File: config.mk
export PLATFORM = sky130hd
export DESIGN_NAME = id_ex_operand_stage
export DESIGN_NICKNAME = d
export VERILOG_FILES = /design/src/rtl/id_ex_operand_stage.sv
export SDC_FILE = /design/constraint.sdc
export NUM_CORES = 1
export LEC_CHECK = 0
export CAP_MARGIN = 20
export CORE_MARGIN = 1
export CORE_UTILIZATION = 44
export CTS_CLUSTER_SIZE = 25
export DETAILED_ROUTE_END_ITERATION = 10
export PLACE_DENSITY = 0.83
export SLEW_MARGIN = 20
export SYNTH_ARGS = -nofsm -noshare
export SYNTH_HDL_FRONTEND = slang
export SYNTH_SLANG_ARGS = --single-unit
File: constraint.sdc
create_clock -name Clk -period 3 [get_ports Clk]
set_input_delay 0.45 -clock Clk [delete_from_list [all_inputs] [get_ports Clk]]
set_output_delay 0.45 -clock Clk [all_outputs]
set_load 0.02 [all_outputs]
File: src/rtl/id_ex_operand_stage.sv
// rtl/id_ex_operand_stage.sv - ID/EX operand register with EX/MEM/WB forwarding and load-use stall
// Resolves three source operands per cycle and registers them with the decoded control word.
module id_ex_operand_stage #(
   parameter int DATA_W = 32,
   parameter int REG_AW = 4,
   parameter int CTRL_W = 16,
   parameter int PC_REG = 15
) (
   input  logic              Clk,
   input  logic              R,
   input  logic              id_valid,
   input  logic [CTRL_W-1:0] id_ctrl,
   input  logic [REG_AW-1:0] ra,
   input  logic [REG_AW-1:0] rb,
   input  logic [REG_AW-1:0] rc,
   input  logic [2:0]        id_use,
   input  logic [DATA_W-1:0] pa,
   input  logic [DATA_W-1:0] pb,
   input  logic [DATA_W-1:0] pc,
   input  logic [REG_AW-1:0] id_rd,
   input  logic              id_we,
   input  logic              id_is_load,
   input  logic [DATA_W-1:0] ex_result,
   input  logic [REG_AW-1:0] mem_rd,
   input  logic              mem_we,
   input  logic              mem_is_load,
   input  logic [DATA_W-1:0] mem_data,
   input  logic              mem_dvalid,
   input  logic [REG_AW-1:0] wb_rd,
   input  logic              wb_we,
   input  logic [DATA_W-1:0] wb_data,
   input  logic              flush,
   input  logic              ex_hold,
   output logic              ex_valid,
   output logic [CTRL_W-1:0] ex_ctrl,
   output logic [DATA_W-1:0] ex_a,
   output logic [DATA_W-1:0] ex_b,
   output logic [DATA_W-1:0] ex_c,
   output logic [REG_AW-1:0] ex_rd,
   output logic              ex_we,
   output logic              ex_is_load,
   output logic              stall_id
);

   localparam logic [REG_AW-1:0] PC_IDX = REG_AW'(PC_REG);

   logic              ex_valid_q, ex_valid_d;
   logic [CTRL_W-1:0] ex_ctrl_q, ex_ctrl_d;
   logic [DATA_W-1:0] ex_a_q, ex_a_d, ex_b_q, ex_b_d, ex_c_q, ex_c_d;
   logic [REG_AW-1:0] ex_rd_q, ex_rd_d;
   logic              ex_we_q, ex_we_d;
   logic              ex_is_load_q, ex_is_load_d;

   logic [REG_AW-1:0] src [3];
   logic [DATA_W-1:0] rf  [3];
   logic [DATA_W-1:0] opnd [3];
   logic [2:0]        chk;
   logic              load_use;

   // An EX-stage load has no result yet, so it is skipped here and caught by load_use instead.
   always_comb begin
      src[0] = ra;
      src[1] = rb;
      src[2] = rc;
      rf[0]  = pa;
      rf[1]  = pb;
      rf[2]  = pc;
      opnd   = '{default: '0};
      chk    = '0;
      load_use = 1'b0;
      for (int i = 0; i < 3; i++) begin
         chk[i] = id_use[i] && (src[i] != PC_IDX);
         if (!chk[i])
            opnd[i] = rf[i];
         else if (ex_valid_q && ex_we_q && !ex_is_load_q && (ex_rd_q == src[i]))
            opnd[i] = ex_result;
         else if (mem_we && mem_dvalid && (mem_rd == src[i]))
            opnd[i] = mem_data;
         else if (wb_we && (wb_rd == src[i]))
            opnd[i] = wb_data;
         else
            opnd[i] = rf[i];
         if (id_valid && chk[i] &&
             ((ex_valid_q && ex_we_q && ex_is_load_q && (ex_rd_q == src[i])) ||
              (mem_we && mem_is_load && !mem_dvalid && (mem_rd == src[i]))))
            load_use = 1'b1;
      end
   end

   assign stall_id = load_use | ex_hold;

   always_comb begin
      ex_valid_d   = ex_valid_q;
      ex_ctrl_d    = ex_ctrl_q;
      ex_a_d       = ex_a_q;
      ex_b_d       = ex_b_q;
      ex_c_d       = ex_c_q;
      ex_rd_d      = ex_rd_q;
      ex_we_d      = ex_we_q;
      ex_is_load_d = ex_is_load_q;
      if (flush) begin
         ex_valid_d = 1'b0;
         ex_we_d    = 1'b0;
      end else if (ex_hold) begin
         ex_valid_d = ex_valid_q;
      end else if (load_use) begin
         ex_valid_d   = 1'b0;
         ex_we_d      = 1'b0;
         ex_is_load_d = 1'b0;
      end else begin
         ex_valid_d   = id_valid;
         ex_ctrl_d    = id_ctrl;
         ex_a_d       = opnd[0];
         ex_b_d       = opnd[1];
         ex_c_d       = opnd[2];
         ex_rd_d      = id_rd;
         ex_we_d      = id_we & id_valid;
         ex_is_load_d = id_is_load;
      end
   end

   always_ff @(posedge Clk or negedge R) begin
      if (!R) begin
         ex_valid_q   <= 1'b0;
         ex_ctrl_q    <= '0;
         ex_a_q       <= '0;
         ex_b_q       <= '0;
         ex_c_q       <= '0;
         ex_rd_q      <= '0;
         ex_we_q      <= 1'b0;
         ex_is_load_q <= 1'b0;
      end else begin
         ex_valid_q   <= ex_valid_d;
         ex_ctrl_q    <= ex_ctrl_d;
         ex_a_q       <= ex_a_d;
         ex_b_q       <= ex_b_d;
         ex_c_q       <= ex_c_d;
         ex_rd_q      <= ex_rd_d;
         ex_we_q      <= ex_we_d;
         ex_is_load_q <= ex_is_load_d;
      end
   end

   assign ex_valid   = ex_valid_q;
   assign ex_ctrl    = ex_ctrl_q;
   assign ex_a       = ex_a_q;
   assign ex_b       = ex_b_q;
   assign ex_c       = ex_c_q;
   assign ex_rd      = ex_rd_q;
   assign ex_we      = ex_we_q;
   assign ex_is_load = ex_is_load_q;

endmodule

==> results.ini, run 1 <==
[yosys]
synth_top_area_share_pct=34.9
synth-edff-count=0
synthArstFlopShare_pct=100
ys_seq_area_share_pct=34.9
ys_types=31
synth_area_sq_um=8540
syn_nets=1223
syn_inst=977
ys_top_cells_by_area=dfrtp_1 35%, a31oi_1 14%, mux2_2 13%
ys_ff_latch=119
yosys-top-cells-count=192 x a31oi_1, 119 x dfrtp_1, 112 x nand2_1
synth_top_flop_cell=dfrtp_1
synth.most_common_cell=a31oi_1
synth_area_leader_cell=dfrtp_1
yosys_warnings=0
synth_area_per_cell_sq_um=8.74

[critical_path]
required_ns=2.55
path_class=primary input to output pin
worstSetupEndpointType=output pin
rr_worst_depth=8
cp.arrival_ns=2.35
start_kind=primary input
crit_fanout=3

[final_layout]
drive_gt1_share_pct=17.8
post-route-util_pct=71.9
final.fill_count=1394
ff_latch_area_sq_um=2980
final_net_count=1569
area_delta_synth_final_pct=58.6
multi_input_area_sq_um=5270

[floorplanning]
die_y_um=141
num_rows=50
dieArea_sq_um=20000
core_sq_um=18800
die_w_um=141
pin_count=366
start_util_pct=45.3

[power]
peakVddDrop_v=0.000489
p_total_w=0.00627
p_per_area_nw_per_um2=464
p_leak_nw=5.08

[timing]
setup_viol=0
relSlewSlack_pct=46.0
hold_viol=0
period_needed_ns=2.80
worstMarginPinSlew_ns=0.810
hold_ws_ns=0.0586
fin_skew_ns=0.0180
rsz0062_at_grt=false
fmax_mhz=357
fin_crit_sh_pct=93.5
drv_slew=0

[route]
drt_first_pass_iters=6
initialDrtViolationCount=1178
drt-wirelength-per-cell_um=23.6
finalWirelength_um=37800
drtAntennaViolNets=0
viasPerCell=6.49
route.detailed.drc=0
vias=10400

[grt]
overflow=0
antenna_found_initial=4
grt_max_degree=99
grt_pass1_wl_um=57100
grt_usage_pct=37.2
grt_pass1_vias=10200

[clocking]
hold_buffers=0
clockBufferDepth=2
cts.clk_slew.worst_paths_ns=0.07
root_buffer=clkbuf_16
cts_max_level=4
cts_tree=done
clkSinkCount=119
worst_skew_pair.late_latency_ns=0.43
numCtsBuffers=17

[placed_design]
place.gp.congestion=0.915
hpwl_um=24800
io_buffer_count=365

[run_status]
outcome=finished clean

[job]
drv_cap=0

[worst_hold_path]
hp-class=primary input to asynchronous set/reset pin

==> area by class of cell <==
type,instances,share of cell area [%]
Antenna cell,4,0.0740
Clock buffer,17,3.14
Clock inverter,15,1.04
Multi-Input combinational cell,752,38.9
Sequential cell,119,22.0
Tap cell,260,2.40
Timing Repair Buffer,433,32.4
==> layer usage <==
metal	part of all wire, %	vias up	GRT usage [%]	wire [um]
met1	37	4863	45.9	14000
met4	5.0	0	21.2	1900
met3	11	163	7.76	4120
met2	47	859	60.5	17700
li1	-	4506	-	-
met5	0	-	0	0
==> repair_timing <==
| action | CTS | global route |
|---|---|---|
| pin swaps | 0 | 2 |
| resized for setup | 12 | 13 |
| setup buffers | 0 | 1 |
| endpoints found under the setup margin | 1 | 1 |
==> cells in the final DEF, fill, tap and decap left out, types with 4 or more instances in the layout <==
cell / instances
clkdlybuf4s50_1: 352
a31oi_1: 192
o21ai_1: 5
o21ai_0: 91
nand2_1: 108
diode_2: 4
xnor2_1: 15
dfrtp_1: 116
mux2_1: 15
dlygate4sd2_1: 6
xor2_1: 15
buf_12: 18
nand4_1: 6
clkbuf_16: 17
buf_4: 51
a221oi_1: 96
mux2_2: 101
dlymetal6s2s_1: 5
nand2_2: 4
nor2_1: 65
inv_6: 8
xor2_2: 6
==> state kept, by name, summed over array words and instances (netlist names) <==
name	flops
ex_a	32
ex_b	32
ex_c	32
ex_ctrl	16
ex_is_load	1
ex_rd	4
ex_valid	1
ex_we	1
==> power by group <==
group	internal, W	switching, W
Combinational	0.00110	0.00109
Sequential	0.00185	0.000187
Clock	0.00116	0.000885
==> metrics by stage <==
step / instances / setup WS, ns / instance area, sq um / TNS (ns)
4_1_cts: 1595 / 0.00201 / 13500 / 0
5_1_grt: 1600 / 0.0810 / 13500 / 0
6_report: 1600 / 0.196 / 13500 / 0
3_5_place_dp: 1563 / -0.327 / 12900 / -0.327
2_1_floorplan: 977 / 0.653 / 8540 / 0
3_3_place_gp: 1563 / -0.311 / 12900 / -0.311
==> worst max-delay path, cell delays in order <==
cell	delay (ns)
clkdlybuf4s50_1	0.51
xor2_1	0.24
nor4_4	0.08
a2bb2o_2	0.29
a211oi_2	0.25
nor2b_1	0.10
or2_2	0.27
clkbuf_2	0.15
==> path summary, 6_finish.rpt <==
kind                                   startpoint                 endpoint  slack, ns
max                                         rb[3]                 stall_id       0.20
min                                             R  ex_ctrl[14]$_DFFE_PN0P_       0.06
max reg2reg                  ex_rd[1]$_DFFE_PN0P_     ex_b[11]$_DFFE_PN0P_       0.43
min reg2reg                ex_ctrl[8]$_DFFE_PN0P_   ex_ctrl[8]$_DFFE_PN0P_       0.49
max in group asynchronous                       R     ex_c[22]$_DFFE_PN0P_       2.12
min in group Clk           ex_ctrl[8]$_DFFE_PN0P_   ex_ctrl[8]$_DFFE_PN0P_       0.49
==> cells by family (layout without fill, tap and decap cells) <==
family,count (synthesis),after routing,share of synthesized area [%]
flops,119,119,34.9
xor+xnor,36,36,3.69
buf+inv,106,465,5.35
mux,116,116,15.3
compound gates,398,398,30.7
simple gates,202,202,10.1
other cells,0,4,0
Note: power is estimated with default switching activity, not from simulation.
==> run 2: changes to the inputs <==
CORE_AREA = 2 2 142 144   (was not set)
CORE_MARGIN = not set   (was 1)
CORE_UTILIZATION = not set   (was 44)
DIE_AREA = 0 0 144 146   (was not set)
clock period = 3.3 ns   (was 3 ns; I/O delays follow)
==> results.ini, run 2 (synthesis gave the netlist of run 1 again) <==
[run_status]
outcome=finished clean

[critical_path]
regToRegStartpoint=ex_rd[1]$_DFFE_PN0P_
cp.arrival_ns=2.67
rr_worst_depth=8
path_class=primary input to output pin
worstSetupEndpointType=output pin
critPathLaunch=rc[0]
crit_end=stall_id
crit_fanout=4
critPathMaxStageDelay_ns=0.56
required_ns=2.80
ff2ff_setup_slack_ns=0.45
worstReg2RegEnd=ex_b[28]$_DFFE_PN0P_
cp_cell_sequence=clkdlybuf4s50_1 > xor2_1 > nor4_4 > a32o_1 > a211oi_1 > nor2b_1 > or2_2 > dlygate4sd2_1
start_kind=primary input
cp_slowest_cell=clkdlybuf4s50_1

[clocking]
clockBufferDepth=2
post_cts_buffers=0
hold_buffers=0
worst_skew_pair.late_latency_ns=0.43
cts.clk_slew.worst_paths_ns=0.06
clkSinkCount=119
numCtsBuffers=17
cts_max_level=4
root_buffer=clkbuf_16
cts_tree=done

[power]
p_seq_share_pct=32.1
p_sw_share_pct=33.5
internal_power_w=0.00380
power.switching_w=0.00191
p_per_area_nw_per_um2=429
p_leak_nw=4.95
combPwrFrac_pct=34.8
peakVddDrop_v=0.000402
clkPwrFrac_pct=33.0

[timing]
fmax_mhz=316
fin_crit_sh_pct=95.9
hold_viol=0
fin_skew_ns=0.0145
worstMarginPinSlew_ns=1.16
period_needed_ns=3.16
setup_ws_ns=0.136
rsz0062_at_grt=false
tns_ns=0
drv_slew=0
relSlewSlack_pct=22.3
setup_viol=0

[placed_design]
placed_area_sq_um=12700
place.gp.congestion=0.924
io_buffer_count=365
hpwl_um=25200
preCtsSetupSlack_ns=-0.0741

[final_layout]
final_net_count=1559
drive_gt1_share_pct=16.3
final_common_cell=clkdlybuf4s50_1
post-route-util_pct=68.9
layout_common_cells=362 x clkdlybuf4s50_1, 192 x a31oi_1, 119 x dfrtp_1
area_delta_synth_final_pct=56.1
finalInstanceArea_sq_um=13300

[worst_hold_path]
hp-class=primary input to asynchronous set/reset pin

[route]
drt_first_pass_iters=6
drtAntennaViolNets=0
vias=10500
finalWirelength_um=38100
initialDrtViolationCount=1159
viasPerCell=6.61
drt-wirelength-per-cell_um=23.9
route.detailed.drc=0

[grt]
grt_util_met3_pct=8.00
overflow=0
busiest_layer=met2
grt.met1_usage_pct=43.4
use_met2_pct=56.7
grt_max_degree=99
grt_pass1_vias=10400
antenna_found_initial=1
grt_pass1_wl_um=57600
grt_usage_pct=35.1

[floorplanning]
start_util_pct=44.2
die_w_um=144
num_rows=51
die_y_um=146
core_sq_um=19300
dieArea_sq_um=21000
pin_count=366

[job]
drv_cap=0

[run 2: changes by cell type in the layout (fill, tap and decap cells not counted), moves of 2 or more]
cell,previous run,this run
dlymetal6s2s_1,5,1
dfrtp_2,3,0
buf_12,18,9
xor2_1,15,21
o21ai_4,1,3
dfrtp_1,116,119
clkdlybuf4s50_1,352,362
diode_2,4,1
xor2_2,6,0
clkinv_4,1,4
inv_6,8,2
dlygate4sd2_1,6,1
o21ai_2,3,1
[run 2: how the worst min path moves through the flow]
stage,endpoint,depth (start not counted)
after detailed placement,ex_ctrl[5]$_DFFE_PN0P_,1
after global routing,ex_b[19]$_DFFE_PN0P_,1
after global placement,ex_ctrl[8]$_DFFE_PN0P_,1
final,ex_a[19]$_DFFE_PN0P_,1
after CTS,ex_b[19]$_DFFE_PN0P_,1
after floorplan,ex_a[0]$_DFFE_PN0P_,0
[run 2: routing by layer]
layer	routed length, um	part of all wire (%)
met5	0	0
met4	1960	5.1
met3	4320	11
met2	18100	48
met1	13700	36
[run 2: cell type report]
cell class	instances	area, sq um
diodes	1	2.50
clock buffers	18	439
clock inverters	14	150
fillers	1525	6010
multi-input cells	752	5220
flip-flops and latches	119	2980
well taps	265	332
repair buffers	423	4200
[run 2: critical path: cells and delay by family]
family	cells	cell delay [ns]
AOI/OAI and AO/OA	2	0.57
xor gates and xnor gates	1	0.25
buffers and inverters	2	0.88
and+or+nand+nor	3	0.47
[run 2: timing repair]
| action | CTS | global route |
|---|---|---|
| resized for setup | 1 | 1 |
| endpoints found under the hold margin | 0 | 0 |
| pin swaps | 0 | 0 |
| setup endpoints to repair | 1 | 1 |
[run 2: power groups by stage]
stage	clock network (W)	registers [W]	logic, W
after floorplan	0	0.00210	0.000618
after detailed placement	0	0.00185	0.00196
after global placement	0	0.00185	0.00193
after CTS	0.00190	0.00183	0.00198
after global routing	0.00198	0.00186	0.00210
final	0.00189	0.00184	0.00199
[run 2: stage by stage]
stage                     instances  total power, W  hold slack (ns)
final                          1592         0.00571            0.104
after global routing           1592         0.00593            0.166
after CTS                      1591         0.00571            0.135
after detailed placement       1559         0.00382            0.477
after global placement         1559         0.00378            0.467
after floorplan                 977         0.00272            0.199
